===== src/rtl/arm_pkg.sv =====
// Shared ARM core constants: multiplier FSM encoding, datapath widths, R15 index.
package arm_pkg;

    localparam int unsigned XLEN           = 32;
    localparam int unsigned REG_IDX_W      = 4;
    localparam int unsigned BITS_PER_CYCLE = 8;

    localparam logic [REG_IDX_W-1:0] R15 = REG_IDX_W'(15);

    typedef enum logic [1:0] {
        ST_IDLE = 2'd0,
        ST_MUL  = 2'd1,
        ST_WB   = 2'd2
    } mul_state_t;

endpackage


===== src/rtl/mul_unit_if.sv =====
// Operand/request and result/write-port bundle of the multiply unit.
interface mul_unit_if;
    import arm_pkg::*;

    logic                 start;
    logic                 accumulate;
    logic                 set_flags;
    logic [REG_IDX_W-1:0] Rd_in;
    logic [XLEN-1:0]      Rm_data;
    logic [XLEN-1:0]      Rs_data;
    logic [XLEN-1:0]      Rn_data;

    logic                 busy;
    logic                 done;
    logic                 latch_reg;
    logic [REG_IDX_W-1:0] Rd;
    logic [XLEN-1:0]      data_out;
    logic                 flag_n;
    logic                 flag_z;

    // Issuing side (decode/register read)
    modport master (
        output start, accumulate, set_flags, Rd_in, Rm_data, Rs_data, Rn_data,
        input  busy, done, latch_reg, Rd, data_out, flag_n, flag_z
    );

    // Multiply unit side
    modport slave (
        input  start, accumulate, set_flags, Rd_in, Rm_data, Rs_data, Rn_data,
        output busy, done, latch_reg, Rd, data_out, flag_n, flag_z
    );

endinterface


===== src/rtl/mul_step.sv =====
// One multiply iteration: acc + mcand * digit, wrapped to 32 bits.
module mul_step
    import arm_pkg::*;
#(
    parameter int unsigned BITS_PER_CYCLE = arm_pkg::BITS_PER_CYCLE
) (
    input  logic [XLEN-1:0]           acc_i,
    input  logic [XLEN-1:0]           mcand_i,
    input  logic [BITS_PER_CYCLE-1:0] digit_i,
    output logic [XLEN-1:0]           sum_c
);

    // Partial product plus running sum; upper bits are dropped by the 32-bit context
    always_comb begin
        sum_c = acc_i + mcand_i * XLEN'(digit_i);
    end

endmodule


===== src/rtl/mul_unit.sv =====
// Iterative MUL/MLA unit with early termination on an exhausted multiplier.
module mul_unit
    import arm_pkg::*;
#(
    parameter int unsigned BITS_PER_CYCLE = arm_pkg::BITS_PER_CYCLE
) (
    input  logic       clk,
    input  logic       rst_n,
    mul_unit_if.slave  bus
);

    mul_state_t           state_q, state_d;
    logic [XLEN-1:0]      acc_q, acc_d;
    logic [XLEN-1:0]      mcand_q, mcand_d;
    logic [XLEN-1:0]      mplier_q, mplier_d;
    logic [REG_IDX_W-1:0] rd_q, rd_d;
    logic                 sf_q, sf_d;
    logic                 busy_q, busy_d;
    logic                 done_q, done_d;
    logic                 latch_q, latch_d;
    logic [XLEN-1:0]      data_q, data_d;
    logic                 n_q, n_d;
    logic                 z_q, z_d;

    logic [XLEN-1:0]      step_sum;
    logic [XLEN-1:0]      mplier_next;
    logic                 last_iter;

    mul_step #(
        .BITS_PER_CYCLE (BITS_PER_CYCLE)
    ) u_step (
        .acc_i   (acc_q),
        .mcand_i (mcand_q),
        .digit_i (mplier_q[BITS_PER_CYCLE-1:0]),
        .sum_c   (step_sum)
    );

    // Remaining multiplier after this iteration; zero means this is the last one
    always_comb begin
        mplier_next = mplier_q >> BITS_PER_CYCLE;
        last_iter   = (mplier_next == '0);
    end

    // State register
    always_ff @(posedge clk or negedge rst_n) begin
        if (!rst_n) begin
            state_q <= ST_IDLE;
        end else begin
            state_q <= state_d;
        end
    end

    // Next-state logic
    always_comb begin
        state_d = state_q;
        case (state_q)
            ST_IDLE: if (bus.start) state_d = ST_MUL;
            ST_MUL:  if (last_iter) state_d = ST_WB;
            ST_WB:   state_d = ST_IDLE;
            default: state_d = ST_IDLE;
        endcase
    end

    // Datapath and output next values; results are loaded on the last iteration so they show during WB
    always_comb begin
        acc_d    = acc_q;
        mcand_d  = mcand_q;
        mplier_d = mplier_q;
        rd_d     = rd_q;
        sf_d     = sf_q;
        data_d   = data_q;
        n_d      = n_q;
        z_d      = z_q;
        done_d   = 1'b0;
        latch_d  = 1'b0;
        busy_d   = (state_d != ST_IDLE);
        case (state_q)
            ST_IDLE: begin
                if (bus.start) begin
                    acc_d    = bus.accumulate ? bus.Rn_data : '0;
                    mcand_d  = bus.Rm_data;
                    mplier_d = bus.Rs_data;
                    rd_d     = bus.Rd_in;
                    sf_d     = bus.set_flags;
                end
            end
            ST_MUL: begin
                acc_d    = step_sum;
                mcand_d  = mcand_q << BITS_PER_CYCLE;
                mplier_d = mplier_next;
                if (last_iter) begin
                    data_d  = step_sum;
                    done_d  = 1'b1;
                    latch_d = (rd_q != R15);
                    if (sf_q) begin
                        n_d = step_sum[XLEN-1];
                        z_d = (step_sum == '0);
                    end
                end
            end
            default: ;
        endcase
    end

    // Datapath and output registers
    always_ff @(posedge clk or negedge rst_n) begin
        if (!rst_n) begin
            acc_q    <= '0;
            mcand_q  <= '0;
            mplier_q <= '0;
            rd_q     <= '0;
            sf_q     <= 1'b0;
            busy_q   <= 1'b0;
            done_q   <= 1'b0;
            latch_q  <= 1'b0;
            data_q   <= '0;
            n_q      <= 1'b0;
            z_q      <= 1'b0;
        end else begin
            acc_q    <= acc_d;
            mcand_q  <= mcand_d;
            mplier_q <= mplier_d;
            rd_q     <= rd_d;
            sf_q     <= sf_d;
            busy_q   <= busy_d;
            done_q   <= done_d;
            latch_q  <= latch_d;
            data_q   <= data_d;
            n_q      <= n_d;
            z_q      <= z_d;
        end
    end

    assign bus.busy      = busy_q;
    assign bus.done      = done_q;
    assign bus.latch_reg = latch_q;
    assign bus.Rd        = rd_q;
    assign bus.data_out  = data_q;
    assign bus.flag_n    = n_q;
    assign bus.flag_z    = z_q;

endmodule


===== src/flat_wrapper.sv =====
// flat-port wrapper written by rule: the top's interface ports become plain ports
module mul_unit_flat import arm_pkg::*;
#(
    parameter int unsigned BITS_PER_CYCLE = arm_pkg::BITS_PER_CYCLE
)
  (clk, rst_n, bus_start, bus_accumulate, bus_set_flags, bus_Rd_in, bus_Rm_data, bus_Rs_data, bus_Rn_data, bus_busy, bus_done, bus_latch_reg, bus_Rd, bus_data_out, bus_flag_n, bus_flag_z);
  mul_unit_if bus_i ();
  input  logic clk;
  input  logic rst_n;
  input wire logic [$bits(bus_i.start)-1:0] bus_start;
  input wire logic [$bits(bus_i.accumulate)-1:0] bus_accumulate;
  input wire logic [$bits(bus_i.set_flags)-1:0] bus_set_flags;
  input wire logic [$bits(bus_i.Rd_in)-1:0] bus_Rd_in;
  input wire logic [$bits(bus_i.Rm_data)-1:0] bus_Rm_data;
  input wire logic [$bits(bus_i.Rs_data)-1:0] bus_Rs_data;
  input wire logic [$bits(bus_i.Rn_data)-1:0] bus_Rn_data;
  output wire logic [$bits(bus_i.busy)-1:0] bus_busy;
  output wire logic [$bits(bus_i.done)-1:0] bus_done;
  output wire logic [$bits(bus_i.latch_reg)-1:0] bus_latch_reg;
  output wire logic [$bits(bus_i.Rd)-1:0] bus_Rd;
  output wire logic [$bits(bus_i.data_out)-1:0] bus_data_out;
  output wire logic [$bits(bus_i.flag_n)-1:0] bus_flag_n;
  output wire logic [$bits(bus_i.flag_z)-1:0] bus_flag_z;
  assign bus_i.start = bus_start;
  assign bus_i.accumulate = bus_accumulate;
  assign bus_i.set_flags = bus_set_flags;
  assign bus_i.Rd_in = bus_Rd_in;
  assign bus_i.Rm_data = bus_Rm_data;
  assign bus_i.Rs_data = bus_Rs_data;
  assign bus_i.Rn_data = bus_Rn_data;
  assign bus_busy = bus_i.busy;
  assign bus_done = bus_i.done;
  assign bus_latch_reg = bus_i.latch_reg;
  assign bus_Rd = bus_i.Rd;
  assign bus_data_out = bus_i.data_out;
  assign bus_flag_n = bus_i.flag_n;
  assign bus_flag_z = bus_i.flag_z;
  mul_unit #(.BITS_PER_CYCLE(BITS_PER_CYCLE)) u_core (.clk(clk), .rst_n(rst_n), .bus(bus_i));
endmodule

===== config.mk =====
export PLATFORM = sky130hd
export DESIGN_NAME = mul_unit_flat
export DESIGN_NICKNAME = d
export VERILOG_FILES = /design/src/rtl/arm_pkg.sv /design/src/rtl/mul_unit_if.sv /design/src/rtl/mul_step.sv /design/src/rtl/mul_unit.sv /design/src/flat_wrapper.sv
export SDC_FILE = /design/constraint.sdc
export NUM_CORES = 1
export LEC_CHECK = 0
export ABC_AREA = 1
export CAP_MARGIN = 25
export CORE_ASPECT_RATIO = 0.7
export CORE_MARGIN = 3
export CORE_UTILIZATION = 45
export CTS_BUF_LIST = sky130_fd_sc_hd__clkbuf_4 sky130_fd_sc_hd__clkbuf_8
export DETAILED_ROUTE_END_ITERATION = 7
export DONT_BUFFER_PORTS = 1
export PLACE_DENSITY_LB_ADDON = 0.15
export SLEW_MARGIN = 20
export SYNTH_ARGS = -nofsm -noshare
export SYNTH_HDL_FRONTEND = slang
export SYNTH_HIERARCHICAL = 1
export SYNTH_SLANG_ARGS = --single-unit
export TNS_END_PERCENT = 100

===== constraint.sdc =====
create_clock -name clk -period 4.6 [get_ports clk]
set_clock_uncertainty 0.1 [all_clocks]
set_input_delay 0.46 -clock clk [delete_from_list [all_inputs] [get_ports clk]]
set_output_delay 0.46 -clock clk [all_outputs]
set_load 0.03 [all_outputs]

==> out/qor.txt, run 1 <==
Status - finished with violations
Failing checks - setup timing
CP max stage cell - fa_1
Yosys top cell by area - fa_1
DIE WIDTH - 221 um
Critical Path RT - 4.91 ns
CP endpoint kind - flop
Fmax achieved - 196 MHz
Post-synth top flop - dfrtp_1
Residual DRC - 0
Synth top cells by count - 537 x nand2_1, 465 x inv_1, 186 x fa_1, 141 x nor2_1, 140 x dfrtp_1
Met2 Use GR - 0.418
Max incr delay on CP - 0.59 ns
IO buf count - 0
Max FO, Critical Path - 6
Fin. Hold Viols - 0
Setup violators final - 37
Adder-cell share of the synthesized area - 0.290
DR WL/cell - 19.5 um
Largest family of logic cells by synthesized area - adder cells
Clk Latency, worst-skew pair - 0.50 ns
Fillers - 2781
Syn Nets - 2282
Via Count - 13200
Via density per instance - 5.11
Initial antenna violation count - 0
Cts bufs inserted - 17
Layout cells sized above 1 - 0.263
Ports - 146
Critical path startpoint category - flop
Syn Std Cell Area - 0.0146 mm2
Core area - 0.0316 mm2
RSZ-0062 raised after global routing - yes
First DRT Iteration DRCs - 1142
Total number of H-tree levels - 4
Slew Viols, Final - 0
Kind of critical path - flop to flop
Worst-path clk slew - 0.09 ns
Xor/xnor share of the synthesized area - 0.0138
Clock Tree Buf Depth - 2
Met1 Use GR - 0.431
Area of the die - 0.0347 mm2
Area grow syn2layout - 31.8%
Async set or reset register ratio after synthesis - 1.00
Final setup margin - -0.498 ns
GP Congestion - 0.908
Period utilization - 1.11
MaxCap Viol Count - 0
Placed wire-length estimate - 36.5 mm
Clock root buffer - clkbuf_8
Grt ovf - 0
Synth unique cells - 38
Post-route cell area - 0.0193 mm2
First-pass GRT wire length - 77.5 mm
Number of global-route vias before repair - 13700
FF+latch count, synth - 140
ANT cells - 0
Post-synthesis sequential area ratio - 0.240
Top-count cell post-synth - nand2_1
Tot GR Track Use - 0.290
Synth Area in Compound Gates - 0.0811
Initial Utilization - 0.463
Clock sink count - 140
Synth top area cells - fa_1 25%, dfrtp_1 24%, nand2_1 14%
Largest net degree at the start of global routing - 141
Buf+Inv Stages, Crit Path - 8
Worst Tran Pin Value - 0.966 ns
GRT met3 Usage - 0.0896
Post-synthesis simple-gate area fraction - 0.223
Drt pass-1 iters - 6
Dpl ws - -0.671 ns
Yosys warning count - 6
Headroom to the max-slew limit - 0.356
Mean post-synth cell area - 7.50 um2
Mux contribution to synthesized area - 0
Placed cell area - 0.0162 mm2
Period minus WS final - 5.10 ns
Antenna-violating nets left - 0
CTS tree - done
Die height - 157 um
Num rows - 54
Nets - 2485
Grt peak-use layer - met1
Post-synthesis cell count - 1950
Setup tns final - -3.86 ns
Final WL - 50.3 mm
Post-synth EDFFs - 0
Area fraction of the dominant cell type after synthesis - 0.255
Worst hold path type - primary input to flop
Crit path DAT - 5.41 ns
CP top delay family - adder cells
## cells in the final DEF, fill, tap and decap left out, types with 20 or more instances in the layout
master and instances:
dfrtp_1 120, inv_1 422, buf_4 169, nand2_2 57, nand2_4 28, o21ai_0 33, buf_6 25, fa_1 171
nor2_4 22, nor2_1 117, dfrtp_2 20, ha_4 26, a31oi_1 63, nand3_1 69, inv_2 42, nand2_1 473
dlygate4sd3_1 58, o21ai_2 21
## through the flow
stage	cells	hold slack [ns]	util
floorplan	1950	0.0644	-
global placement	2448	0.0683	0.512
detailed placement	2449	0.0693	0.512
CTS	2564	0.000565	0.583
global route	2586	0.0232	0.611
finish	2586	0.0476	0.611
## kinds of logic after synthesis
family	count (synthesis)
flip-flops	140
buffers and inverters	565
adder cells (fa/ha/maj)	227
AND/OR/NAND/NOR	801
AO/OA/AOI/OAI	194
XOR/XNOR	23
## metal layers
layer	up-vias	wire length, um
met3	60	5400
met4	0	984
met2	566	20800
met5	-	0
met1	6431	23200
li1	6145	-
## cell type report
type | instances | area, um2 | share of cell area
Sequential cell | 140 | 3530 | 0.183
Timing Repair Buffer | 282 | 2790 | 0.145
Clock inverter | 12 | 211 | 0.0110
Multi-Input combinational cell | 1245 | 10200 | 0.530
Clock buffer | 20 | 256 | 0.0133
Inverter | 467 | 1760 | 0.0913
Tap cell | 420 | 526 | 0.0273
## final timing paths
| path | startpoint | endpoint | slack, ns | depth (start not counted) |
|---|---|---|---|---|
| setup / recovery | u_core/mplier_q[0]$_DFFE_PN0P_ | u_core/bus.flag_z$_DFFE_PN0P_ | -0.50 | 27 |
| min in group asynchronous | rst_n | u_core/mcand_q[14]$_DFFE_PN0P_ | 0.58 | 2 |
| hold / removal | bus_Rm_data[25] | u_core/mcand_q[25]$_DFFE_PN0P_ | 0.05 | 2 |
| hold reg to reg | u_core/mplier_q[13]$_DFFE_PN0P_ | u_core/mplier_q[13]$_DFFE_PN0P_ | 0.45 | 2 |
| max in group asynchronous | rst_n | u_core/acc_q[17]$_DFFE_PN0P_ | 3.20 | 2 |
| setup reg to reg | u_core/mplier_q[0]$_DFFE_PN0P_ | u_core/bus.flag_z$_DFFE_PN0P_ | -0.50 | 27 |
## repair_timing
action | 4_1_cts | 5_1_grt
hold buffers | 59 | 0
endpoints found under the hold margin | 192 | 0
pin swaps | 56 | 52
setup endpoints to repair | 49 | 53
gates resized for setup | 200 | 170
setup buffers | 21 | 16
cloned | 5 | 7
Power of run 1 is not shown: default switching activity piles up to over one toggle a cycle in this logic, so the estimate is an artifact.
==> inputs of run 2 (changes only) <==
--- a/config.mk
+++ b/config.mk
@@ -10,7 +10,6 @@
 export CORE_ASPECT_RATIO = 0.7
 export CORE_MARGIN = 3
 export CORE_UTILIZATION = 45
-export CTS_BUF_LIST = sky130_fd_sc_hd__clkbuf_4 sky130_fd_sc_hd__clkbuf_8
 export DETAILED_ROUTE_END_ITERATION = 7
 export DONT_BUFFER_PORTS = 1
 export PLACE_DENSITY_LB_ADDON = 0.15
==> run 2 against run 1 <==
The flow still finishes with violations (setup timing). Worst setup slack got worse by 0.053 ns. Via count is 0.15% lower. Count of clock-buffer cells in the layout is the same. Wire length is 0.37% higher. Fmax shrank 1.0%. Utilization down 0.94 points.
==> out/qor.txt, run 2 (synthesis results as in run 1) <==
Fmax achieved - 194 MHz (was 196 MHz)
Grt ovf - 0 (unchanged)
Core area - 0.0316 mm2 (unchanged)
Worst-path clk slew - 0.07 ns (was 0.09 ns)
Critical path startpoint category - flop (unchanged)
DR WL/cell - 19.9 um (was 19.5 um)
Cts bufs inserted - 17 (unchanged)
DIE WIDTH - 221 um (unchanged)
Tot GR Track Use - 0.285 (was 0.290)
Die height - 157 um (unchanged)
Buf+Inv Stages, Crit Path - 7 (was 8)
Kind of critical path - flop to flop (unchanged)
Worst hold path type - primary input to flop (unchanged)
Nets - 2433 (was 2485)
CP top delay family - adder cells (unchanged)
Clk Latency, worst-skew pair - 0.45 ns (was 0.50 ns)
Area of the die - 0.0347 mm2 (unchanged)
Headroom to the max-slew limit - 0.294 (was 0.356)
Slew Viols, Final - 0 (unchanged)
Grt peak-use layer - met1 (unchanged)
Drt pass-1 iters - 6 (unchanged)
Fillers - 2828 (was 2781)
Antenna-violating nets left - 0 (unchanged)
Residual DRC - 0 (unchanged)
Area grow syn2layout - 29.8% (was 31.8%)
Worst Tran Pin Value - 1.06 ns (was 0.966 ns)
Fin Hold WS - 0.0389 ns (was 0.0476 ns)
Post-Route Utilization - 0.602 (was 0.611)
Initial antenna violation count - 1 (was 0)
CP max stage cell - fa_1 (unchanged)
Non-filler cells, final - 2534 (was 2586)
Most used cell, CP - fa_1
Status - finished with violations (unchanged)
Initial Utilization - 0.463 (unchanged)
Clock Tree Buf Depth - 2 (unchanged)
Via Count - 13200 (about the same)
Placed insts - 2449 (unchanged)
GP Congestion - 0.908 (unchanged)
Clock root buffer - clkbuf_16 (was clkbuf_8)
Max incr delay on CP - 0.58 ns (was 0.59 ns)
Crit path DAT - 5.42 ns (was 5.41 ns)
Fin. Hold Viols - 0 (unchanged)
Ports - 146 (unchanged)
Max FO, Critical Path - 6 (unchanged)
Met1 Use GR - 0.418 (was 0.431)
Period minus WS final - 5.15 ns (was 5.10 ns)
MaxCap Viol Count - 0 (unchanged)
Final setup margin - -0.550 ns (was -0.498 ns)
Layout cells sized above 1 - 0.284 (was 0.263)
ANT cells - 0 (unchanged)
RSZ-0062 raised after global routing - yes (unchanged)
Failing checks - setup timing (unchanged)
Most common cell after layout, fill and taps aside - nand2_1 (unchanged)
Highest-count cells in the layout ignoring fill and taps - 467 x nand2_1, 410 x inv_1, 170 x fa_1, 167 x buf_4, 122 x dfrtp_1 (was 473 x nand2_1, 422 x inv_1, 171 x fa_1, 169 x buf_4, 120 x dfrtp_1)
Placed wire-length estimate - 36.5 mm (unchanged)
First DRT Iteration DRCs - 1179 (was 1142)
Clock sink count - 140 (unchanged)
Via density per instance - 5.20 (was 5.11)
Final WL - 50.5 mm (was 50.3 mm)
First-pass GRT wire length - 75.8 mm (was 77.5 mm)
Largest net degree at the start of global routing - 141 (unchanged)
Met2 Use GR - 0.411 (was 0.418)
Total number of H-tree levels - 4 (unchanged)
CTS tree - done (unchanged)
GRT met3 Usage - 0.0986 (was 0.0896)
Setup violators final - 36 (was 37)
Critical Path RT - 4.87 ns (was 4.91 ns)
Num rows - 54 (unchanged)
CP endpoint kind - flop (unchanged)
IO buf count - 0 (unchanged)
Dpl ws - -0.671 ns (unchanged)
Number of global-route vias before repair - 13300 (was 13700)
Period utilization - 1.12 (was 1.11)
-- run 2: per-stage QoR --
| stage | TNS [ns] | instance area [um2] |
|---|---|---|
| global placement | -13.10 | 16100 |
| CTS | -2.66 | 17800 |
| finish | -5.09 | 19000 |
| detailed placement | -11.59 | 16200 |
| floorplan | 0 | 14700 |
| global route | -11.97 | 19000 |
-- run 2: per-layer routing --
metal / vias up / share of wire
met2: 578 / 0.42
met4: 2 / 0.016
met1: 6510 / 0.46
li1: 6044 / -
met5: - / 0.00016
met3: 48 / 0.11
-- run 2: final timing paths --
check	startpoint	to	slack, ns	cells after the start
setup / recovery	u_core/mplier_q[1]$_DFFE_PN0P_	u_core/bus.flag_z$_DFFE_PN0P_	-0.55	25
hold / removal	bus_Rs_data[31]	u_core/mplier_q[31]$_DFFE_PN0P_	0.04	2
setup reg to reg	u_core/mplier_q[1]$_DFFE_PN0P_	u_core/bus.flag_z$_DFFE_PN0P_	-0.55	25
hold reg to reg	u_core/mplier_q[13]$_DFFE_PN0P_	u_core/mplier_q[13]$_DFFE_PN0P_	0.45	2
max in group asynchronous	rst_n	u_core/acc_q[17]$_DFFE_PN0P_	3.19	2
min in group asynchronous	rst_n	u_core/mplier_q[4]$_DFFE_PN0P_	0.51	2
-- run 2: cell type report --
type	count	area [um2]	area share
clock buffers	20	437	0.0230
flip-flops and latches	140	3530	0.186
well taps	420	526	0.0277
repair buffers	230	2220	0.117
multi-input cells	1245	10300	0.543
clock inverters	12	211	0.0111
inverters	467	1760	0.0925
-- run 2: timing repair --
item / in CTS / in global routing
gates resized for setup: 166 / 246
buffers inserted: 13 / 33
endpoints found under the hold margin: 140 / 0
pin swaps: 65 / 97
setup endpoints to repair: 48 / 52
hold buffers: 2 / 0
gates cloned: 3 / 6
Power of run 2 is left out for the same reason.
==> inputs of run 3 (changes only) <==
--- a/config.mk
+++ b/config.mk
@@ -5,7 +5,7 @@
 export SDC_FILE = /design/constraint.sdc
 export NUM_CORES = 1
 export LEC_CHECK = 0
-export ABC_AREA = 1
+export ABC_AREA = 0
 export CAP_MARGIN = 25
 export CORE_ASPECT_RATIO = 0.7
 export CORE_MARGIN = 3
==> run 3 against run 2 <==
Die area fell by 5.7%. Cell area fell by 8.4%. Utilization fell by 1.2 points. Critical path type unchanged. The run still ends with setup timing left.
==> out/qor.txt, run 3 <==
Grt ovf - 0 (unchanged)
Yosys warning count - 6 (unchanged)
Clk Latency, worst-skew pair - 0.45 ns (about the same)
Area grow syn2layout - 26.4% (was 29.8%)
Post-Route Utilization - 0.590 (was 0.602)
Tot GR Track Use - 0.254 (was 0.285)
Highest-count cells in the layout ignoring fill and taps - 243 x inv_1, 176 x fa_1, 169 x buf_4, 165 x nand2_1, 137 x and2_1 (was 467 x nand2_1, 410 x inv_1, 170 x fa_1, 167 x buf_4, 122 x dfrtp_1)
Post-synth EDFFs - 0 (unchanged)
Num rows - 52 (was 54)
Worst Tran Pin Value - 0.960 ns (was 1.06 ns)
Area of the die - 0.0327 mm2 (was 0.0347 mm2)
Setup violators final - 48 (was 36)
Period minus WS final - 5.60 ns (was 5.15 ns)
Post-synthesis cell count - 1448 (was 1950)
Yosys top cell by area - fa_1 (unchanged)
DR WL/cell - 20.3 um (was 19.9 um)
Post-synth top flop - dfrtp_1 (unchanged)
Via density per instance - 5.26 (was 5.20)
Most common cell after layout, fill and taps aside - inv_1 (was nand2_1)
Nets - 1948 (was 2433)
Worst-path clk slew - 0.08 ns (was 0.07 ns)
Synth unique cells - 66 (was 38)
Fmax achieved - 179 MHz (was 194 MHz)
Area fraction of the dominant cell type after synthesis - 0.271 (was 0.255)
Mean post-synth cell area - 9.50 um2 (was 7.50 um2)
CTS tree - done (unchanged)
Drt pass-1 iters - 5 (was 6)
CP endpoint kind - flop (unchanged)
Crit path DAT - 5.85 ns (was 5.42 ns)
Antenna-violating nets left - 0 (unchanged)
Period utilization - 1.22 (was 1.12)
Clock root buffer - clkbuf_16 (unchanged)
Post-synthesis sequential area ratio - 0.255 (was 0.240)
Worst hold path type - primary input to flop (unchanged)
FF+latch count, synth - 140 (unchanged)
First DRT Iteration DRCs - 711 (was 1179)
Most used cell, CP - fa_1 (unchanged)
Layout cells sized above 1 - 0.284 (about the same)
Failing checks - setup timing (unchanged)
Placed cell area - 0.0155 mm2 (was 0.0162 mm2)
Critical path startpoint category - flop (unchanged)
Top-count cell post-synth - inv_1 (was nand2_1)
CP top delay family - adder cells (unchanged)
Syn Nets - 1780 (was 2282)
Headroom to the max-slew limit - 0.360 (was 0.294)
Ports - 146 (unchanged)
Buf+Inv Stages, Crit Path - 4 (was 7)
MaxCap Viol Count - 0 (unchanged)
Synth top cells by count - 255 x inv_1, 186 x fa_1, 175 x nand2_1, 149 x and2_1, 140 x dfrtp_1 (was 537 x nand2_1, 465 x inv_1, 186 x fa_1, 141 x nor2_1, 140 x dfrtp_1)
Async set or reset register ratio after synthesis - 1.00 (unchanged)
Max FO, Critical Path - 6 (unchanged)
Placed wire-length estimate - 30.4 mm (was 36.5 mm)
IO buf count - 0 (unchanged)
Clock Tree Buf Depth - 2 (unchanged)
Post-route cell area - 0.0174 mm2 (was 0.0190 mm2)
Via Count - 10700 (was 13200)
Core area - 0.0295 mm2 (was 0.0316 mm2)
Initial antenna violation count - 1 (unchanged)
Cells along the critical path - buf_12 -> clkbuf_4 -> and2_4 -> fa_1 -> fa_1 -> fa_1 -> inv_1 -> fa_1 -> inv_1 -> ha_4 -> nand4_1 -> nor2_2 -> a31o_2 -> a41oi_4 -> a211oi_4 -> a2111oi_4 -> or3_1 -> nand4_1 -> nor4_2 -> nand4_1 -> nor2_1 -> mux2_4
Kind of critical path - flop to flop (unchanged)
RSZ-0062 raised after global routing - yes (unchanged)
Fillers - 2522 (was 2828)
Critical Path RT - 4.84 ns (was 4.87 ns)
Final setup margin - -1.00 ns (was -0.550 ns)
Die height - 152 um (was 157 um)
Slew Viols, Final - 0 (unchanged)
CP max stage cell - fa_1 (unchanged)
Synth top area cells - fa_1 27%, dfrtp_1 25%, inv_1 7.0% (was fa_1 25%, dfrtp_1 24%, nand2_1 14%)
DIE WIDTH - 215 um (was 221 um)
Status - finished with violations (unchanged)
Setup tns final - -24.54 ns (was -5.09 ns)
Fin Hold WS - 0.0439 ns (was 0.0389 ns)
Cts bufs inserted - 17 (unchanged)
Clock sink count - 140 (unchanged)
Final WL - 41.2 mm (was 50.5 mm)
Number of global-route vias before repair - 11300 (was 13300)
Fin. Hold Viols - 0 (unchanged)
First-pass GRT wire length - 64.9 mm (was 75.8 mm)
Largest net degree at the start of global routing - 141 (unchanged)
GP Congestion - 0.878 (was 0.908)
Total number of H-tree levels - 4 (unchanged)
Syn Std Cell Area - 0.0138 mm2 (was 0.0146 mm2)
Residual DRC - 0 (unchanged)
Max incr delay on CP - 0.56 ns (was 0.58 ns)
Initial Utilization - 0.467 (was 0.463)
run 3: layout make-up:
cell class	instances	area, um2	share of cell area
tap	405	507	0.0291
multi-input combinational	989	9920	0.570
antenna	1	2.50	0.000144
clock inverter	15	198	0.0114
inverter	255	957	0.0551
sequential	140	3520	0.203
clock buffer	17	425	0.0245
timing repair buffer	213	1860	0.107
run 3: what timing repair did:
| action | CTS | global route |
|---|---|---|
| pin swaps | 26 | 62 |
| gates resized for setup | 96 | 128 |
| hold buffers | 2 | 0 |
| endpoints found under the setup margin | 50 | 52 |
| endpoints found under the hold margin | 140 | 0 |
| buffers inserted | 17 | 25 |
| cloned | 1 | 1 |
run 3: cells by family after synthesis:
| kind of cell | Yosys count | synth area share |
|---|---|---|
| simple gates | 433 | 0.165 |
| buf+inv | 319 | 0.0906 |
| fa+ha+maj | 227 | 0.308 |
| compound gates | 209 | 0.0934 |
| flops | 140 | 0.255 |
| mux | 86 | 0.0666 |
| xor+xnor | 34 | 0.0216 |
run 3: worst register-to-register path: cells and delay by family (launching register included):
family                   cells  cell delay [ns]
AO/OA/AOI/OAI                4             0.81
adder cells (fa/ha/maj)      5             2.23
buffers and inverters        4             0.47
flip-flops                   1             0.43
multiplexers                 1             0.25
AND/OR/NAND/NOR              8             1.21
run 3: worst paths after layout:
kind                                                startpoint                             end  slack (ns)  cells past startpoint
min in group asynchronous                                rst_n   u_core/mcand_q[0]$_DFFE_PN0P_        0.60                      2
worst min register to register     u_core/acc_q[1]$_DFFE_PN0P_     u_core/acc_q[1]$_DFFE_PN0P_        0.38                      2
max in group asynchronous                                rst_n  u_core/mcand_q[17]$_DFFE_PN0P_        3.21                      2
worst min-delay path                            bus_Rm_data[7]   u_core/mcand_q[7]$_DFFE_PN0P_        0.04                      1
worst max-delay path            u_core/mplier_q[3]$_DFFE_PN0P_   u_core/bus.flag_z$_DFFE_PN0P_       -1.00                     22
worst max register to register  u_core/mplier_q[3]$_DFFE_PN0P_   u_core/bus.flag_z$_DFFE_PN0P_       -1.00                     22
run 3: stage by stage:
| step | std cells | worst slack, ns |
|---|---|---|
| floorplan | 1448 | -0.586 |
| global placement | 1959 | -1.30 |
| detailed placement | 1959 | -1.22 |
| CTS | 2011 | -0.965 |
| global route | 2035 | -1.23 |
| finish | 2035 | -1.00 |
run 3: routing by layer:
metal,GRT usage,vias to the layer above,routed length (um)
met5,0,-,0
met4,0.0824,0,994
met3,0.0628,43,2640
met2,0.373,306,18100
met1,0.372,5444,19500
li1,-,4901,-
Power of run 3 is left out for the same reason.
